===== config.mk =====
export PLATFORM = sky130hd
export DESIGN_NAME = if_stage
export DESIGN_NICKNAME = d
export VERILOG_FILES = /design/src/rtl/if_stage.sv
export SDC_FILE = /design/constraint.sdc
export NUM_CORES = 1
export LEC_CHECK = 0
export BUFFER_PORTS_ARGS = -buffer_cell sky130_fd_sc_hd__buf_2
export CAP_MARGIN = 20
export CORE_ASPECT_RATIO = 0.6
export CORE_UTILIZATION = 40
export CTS_CLUSTER_DIAMETER = 30
export CTS_CLUSTER_SIZE = 20
export DETAILED_ROUTE_END_ITERATION = 10
export GPL_ROUTABILITY_DRIVEN = 0
export HOLD_SLACK_MARGIN = 0.15
export PLACE_DENSITY = 0.68
export SLEW_MARGIN = 20
export SYNTH_ARGS = -nofsm -noshare
export SYNTH_HDL_FRONTEND = slang
export SYNTH_SLANG_ARGS = --single-unit

===== constraint.sdc =====
create_clock -name clk -period 3.1 [get_ports clk]
set_input_delay 0 -clock clk [delete_from_list [all_inputs] [get_ports clk]]
set_output_delay 0 -clock clk [all_outputs]
set_load 0.05 [all_outputs]

===== src/rtl/if_stage.sv =====
// ---------------------------------------------------------------------------
// if_stage : instruction-fetch stage of the five-stage LA32R pipeline.
//
// Takes one entry at a time from pre-IF (PC plus early exception info) and
// pairs it with its inst-SRAM response. While decode stalls, the response is
// held in a one-word buffer. Responses that belong to fetches cancelled by a
// redirect are counted and swallowed as they return. The result is presented
// to decode as {refill_ex, ecode, fs_ex, inst, pc}.
//
// Ports
//   clk, resetn          : clock; asynchronous active-low reset
//   ds_allowin           : decode can take an instruction this cycle
//   fs_allowin           : IF can take a pre-IF entry this cycle
//   ps_to_fs_valid/_bus  : pre-IF entry {s0_ex, s0_refill_ex, ecode, ps_ex, pc}
//   fs_flush             : redirect; cancels the entry currently held in IF
//   data_ok, inst_sram_rdata : inst-SRAM read response
//   fs_to_ds_valid/_bus  : entry to decode {refill_ex, ecode, fs_ex, inst, pc}
//   fs_wait_data         : valid non-exception entry still waiting for data
//
// Bus widths match PS_TO_FS_BUS_WD (41) and FS_TO_DS_BUS_WD (72).
// ---------------------------------------------------------------------------
module if_stage (
    input  logic        clk,
    input  logic        resetn,
    input  logic        ds_allowin,
    output logic        fs_allowin,
    input  logic        ps_to_fs_valid,
    input  logic [40:0] ps_to_fs_bus,
    input  logic        fs_flush,
    input  logic        data_ok,
    input  logic [31:0] inst_sram_rdata,
    output logic        fs_to_ds_valid,
    output logic [71:0] fs_to_ds_bus,
    output logic        fs_wait_data
);

    typedef struct packed {
        logic        s0_ex;
        logic        s0_refill_ex;
        logic [5:0]  ecode;
        logic        ps_ex;
        logic [31:0] pc;
    } ps_bus_t;

    typedef struct packed {
        logic        refill_ex;
        logic [5:0]  ecode;
        logic        fs_ex;
        logic [31:0] inst;
        logic [31:0] pc;
    } fs_bus_t;

    ps_bus_t     ps_in;
    ps_bus_t     fs_q;
    fs_bus_t     fs_out;

    logic        fs_valid;
    logic        inst_buf_valid;
    logic [31:0] inst_buf;
    logic [1:0]  drop_cnt;

    logic        fs_ex;
    logic        cur_ok;      // response belongs to the current entry
    logic        stale_ok;    // response belongs to a cancelled fetch
    logic        fs_ready_go;
    logic        accept;
    logic        retire;
    logic        buffer_en;
    logic        drop_inc;

    assign ps_in = ps_to_fs_bus;

    // A stage-0 translation fault always comes with ps_ex, but either bit
    // alone is enough to mark an entry that issued no SRAM request.
    assign fs_ex = fs_q.ps_ex | fs_q.s0_ex;

    assign cur_ok   = data_ok & (drop_cnt == 2'd0);
    assign stale_ok = data_ok & (drop_cnt != 2'd0);

    assign fs_wait_data   = fs_valid & ~fs_ex & ~inst_buf_valid;
    assign fs_ready_go    = fs_ex | inst_buf_valid | cur_ok;

    // A redirect empties the stage, so the redirected pre-IF entry may move
    // in during the same cycle as the flush.
    assign fs_allowin     = ~fs_valid | fs_flush | (fs_ready_go & ds_allowin);
    assign fs_to_ds_valid = fs_valid & fs_ready_go & ~fs_flush;

    assign accept    = ps_to_fs_valid & fs_allowin;
    assign retire    = fs_to_ds_valid & ds_allowin;
    assign buffer_en = fs_wait_data & cur_ok & ~ds_allowin & ~fs_flush;

    // A flushed entry that still has its request in flight leaves one stale
    // response behind. A response arriving in the flush cycle is the flushed
    // entry's own, so nothing is left to drop.
    assign drop_inc  = fs_flush & fs_wait_data & ~cur_ok;

    always_comb begin
        fs_out           = '0;
        fs_out.refill_ex = fs_q.s0_refill_ex;
        fs_out.ecode     = fs_q.ecode;
        fs_out.fs_ex     = fs_ex;
        fs_out.pc        = fs_q.pc;
        if (fs_ex)
            fs_out.inst = 32'h0;
        else if (inst_buf_valid)
            fs_out.inst = inst_buf;
        else
            fs_out.inst = inst_sram_rdata;
    end

    assign fs_to_ds_bus = fs_out;

    // Entry holder. A new accept takes priority over retire/flush clearing
    // fs_valid, since it refills the slot in the same cycle.
    always_ff @(posedge clk or negedge resetn) begin
        if (!resetn) begin
            fs_valid <= 1'b0;
            fs_q     <= '0;
        end else if (accept) begin
            fs_valid <= 1'b1;
            fs_q     <= ps_in;
        end else if (fs_flush || retire) begin
            fs_valid <= 1'b0;
        end
    end

    // One-word buffer keeps the bus stable while decode stalls.
    always_ff @(posedge clk or negedge resetn) begin
        if (!resetn) begin
            inst_buf_valid <= 1'b0;
            inst_buf       <= 32'h0;
        end else if (accept || fs_flush || retire) begin
            inst_buf_valid <= 1'b0;
        end else if (buffer_en) begin
            inst_buf_valid <= 1'b1;
            inst_buf       <= inst_sram_rdata;
        end
    end

    // Count of stale responses still to swallow. The pipeline never has more
    // than two in flight, so the counter saturates at 2.
    always_ff @(posedge clk or negedge resetn) begin
        if (!resetn) begin
            drop_cnt <= 2'd0;
        end else begin
            case ({drop_inc, stale_ok})
                2'b10:   if (drop_cnt != 2'd2) drop_cnt <= drop_cnt + 2'd1;
                2'b01:   drop_cnt <= drop_cnt - 2'd1;
                default: drop_cnt <= drop_cnt;
            endcase
        end
    end

endmodule


==> key figures <==
Final layout
  – Commonest non-fill, non-tap cell in the layout: buf_2
  – Multi-input gate area: 1590 µm²
  – Share of layout cells above drive strength 1: 0.5000
  – Nets@finish: roughly 570
  – Layout fillers: 760
  – Area growth from synthesis to layout: 44.00%
  – Ant diodes: 0
  – Non-Filler Instances: 628
  – Reg area: 1928 µm²
  – Most frequent cells in the layout: 152 x buf_2, 81 x dlygate4sd3_1, 76 x dfrtp_1

Detailed routing
  – Total wire length: 9103 µm
  – Routed WL per cell: 14.50 µm
  – Initial DRC Count: ~160
  – Pre-antenna DRT Iters: 4
  – Routed Antenna Nets: 0
  – Avg Vias per Cell: 4.626
  – # DRC: 0
  – Via count: ~2900

Synth
  – Sequential share of the synthesized area: 0.4925
  – Cell type with the largest total area after synthesis: dfrtp_1
  – Number of synthesized flops with an enable pin: 0
  – Avg Cell Area, Syn: ~13 µm²
  – Synth area leaders: dfrtp_1 49%, mux2_2 12%, mux2_4 11%, mux2i_1 8.4%, buf_4 7.7%
  – Syn_nets: roughly 380
  – Synth top area share: 0.4925
  – FF+latch count, synth: slightly below 80
  – Post-synthesis instance total: 300
  – Synth Warn #: 0
  – Post-synthesis async set-or-reset flop share: 1.000
  – Top_reg_cell synth: dfrtp_1
  – Library cells used by synthesis: 31
  – Synthesized area: 3913 µm²

Worst setup path
  – Cell depth of the worst flop-to-flop path: 6
  – R2r setup slk: 0.64 ns
  – CP Max Fanout: 6
  – Setup crit end kind: flip-flop
  – Critical path type: flip-flop to flip-flop
  – R2r startpoint: fs_q[40]
  – Worst EP required: about 3.4 ns
  – Endpoint of the worst-slack reg-to-reg timing path: drop_cnt[0]
  – Critical Path Start Type: flip-flop
  – Critical path arrival: 2.73 ns

STA
  – Pins Over Slew Limit: 0
  – Setup-failing EPs final: 0
  – Period utilization: 0.7943
  – Skew final: about 0.0066 ns
  – Unrepaired setup endpoints after global routing: false
  – Final hold vios: 0
  – Max transition margin: 0.5225
  – Setup TNS: 0 ns
  – Final Critical Period: roughly 2.5 ns
  – Slew @ Worst Pin: 0.7162 ns
  – Fmax: just over 0.4 GHz
  – PnR worst setup slack: between 0.6 and 0.7 ns

Global routing
  – Largest net degree at the start of global routing: 78
  – Tot GR Track Use: 0.1876
  – Vias in the first global route: a little over 3000
  – First-pass GRT wire length: 14630 µm
  – Grt ovf: 0
  – Antenna violations before repair: 0

Die
  – I/O pin cnt: 154
  – Chip Height: 78.61 µm
  – Starting Density: 0.4196
  – Die Width: around 130 µm
  – Total core area: 9324 µm²
  – Rows: 27
  – Die ar.: 10190 µm²

CTS
  – CTS H-tree lvls: 3
  – Later-pin clock latency in the skew report: about 0.34 ns
  – Post-CTS Setup Bufs: 0
  – Total CTS buffers: 9
  – Clk sinks: 77
  – PostCTS Resize Cnt: 0
  – Clock tree from TritonCTS: done
  – Clock slew at reported path FFs: 0.06 ns
  – Root buffer cell: clkbuf_16
  – Clock Tree Buf Depth: 2

Status
  – Status: finished, final reports clean

Hold path
  – HP Class: input pin to async pin

Power and ir drop
  – PD cells: about 660 nW/µm²
  – Leakage: between 2 and 3 nW
  – Peak supply drop: a little over 0.3 mV

Placed design
  – Pre-CTS setup slack: ~1.1 ns
  – Count of input and output buffers: 153
  – Placed cell count: ~530
  – Post-DP HPWL: approximately 5400 µm

Run
  – Max Cap Viol: 0
## synthesized netlist by cell type, types with 2 or more instances
| library cell | number |
|---|---|
| clkbuf_1 | 7 |
| inv_1 | 2 |
| mux2_4 | 29 |
| buf_4 | 40 |
| o311ai_0 | 2 |
| nor3_1 | 2 |
| mux2i_1 | 33 |
| dfrtp_1 | 77 |
| nor2_1 | 34 |
| mux2_1 | 3 |
| nand2_1 | 2 |
| o31ai_1 | 2 |
| buf_6 | 4 |
| nand3_1 | 3 |
| buf_2 | 4 |
| mux2_2 | 41 |
## layer usage
layer	routed length [µm]	track usage	up-vias
li1	-	-	1382
met1	4193	0.2321	1412
met2	4286	0.3155	100
met3	525	0.05862	11
met4	97	0.05233	0
met5	0	0	-
## how the worst max path moves through the flow
stage	start	to	slack (ns)
final	fs_q[40]	drop_cnt[0]	0.64
after global routing	fs_q[40]	drop_cnt[0]	0.55
after CTS	fs_q[40]	drop_cnt[0]	0.66
after detailed placement	fs_q[40]	fs_to_ds_bus[21]	1.12
after global placement	fs_q[40]	inst_buf[21]	1.17
after floorplan	inst_buf_valid	inst_buf[0]	1.15
## critical path, cell delays in order (launching register included)
cell	delay, ns
dfrtp_1	0.40
or4b_4	0.56
clkinv_2	0.12
nand3_1	0.10
dlygate4sd3_1	0.57
o211ai_1	0.09
dlygate4sd3_1	0.56
## cells by family after synthesis
| group | after synthesis | share of synthesized area |
|---|---|---|
| compound gates | 10 | 0.02207 |
| buf+inv | 58 | 0.1033 |
| simple gates | 49 | 0.05981 |
| mux | 106 | 0.3224 |
| flops | 77 | 0.4925 |
## layout make-up
class / count / share of cell area
inverters: 3 / 0.002221
clock inverters: 5 / 0.01466
clock buffers: 11 / 0.04486
well taps: 130 / 0.02887
flip-flops and latches: 77 / 0.3422
multi-input cells: 165 / 0.2823
repair buffers: 237 / 0.2849
## registers in the layout (all words and copies together), names as in the netlist
signal and flops:
fs_q 2, fs_valid 1, inst_buf_valid 1, inst_buf 32, fs_to_ds_bus 39, drop_cnt 2
## per-stage QoR
stage	utilization	power [mW]	cell area, µm²	hold WS [ns]
floorplan	-	2.328	3913	-0.2956
global placement	0.4809	2.460	4484	0.2164
detailed placement	0.4809	2.488	4484	0.2267
CTS	0.6039	3.758	5630	0.4097
global route	0.6043	3.905	5634	0.3482
finish	0.6043	3.729	5634	0.2527
## where the power goes
group	total, mW	switching (mW)	internal (mW)
clock network	1.17	0.421	0.749
logic	1.17	0.673	0.496
registers	1.39	0.141	1.25
## timing repair
action | in CTS | in global routing
hold buffers | 81 | 0
endpoints found under the hold margin | 154 | 0
endpoints found under the setup margin | 0 | 0
Power figures use the tool's default switching activity.
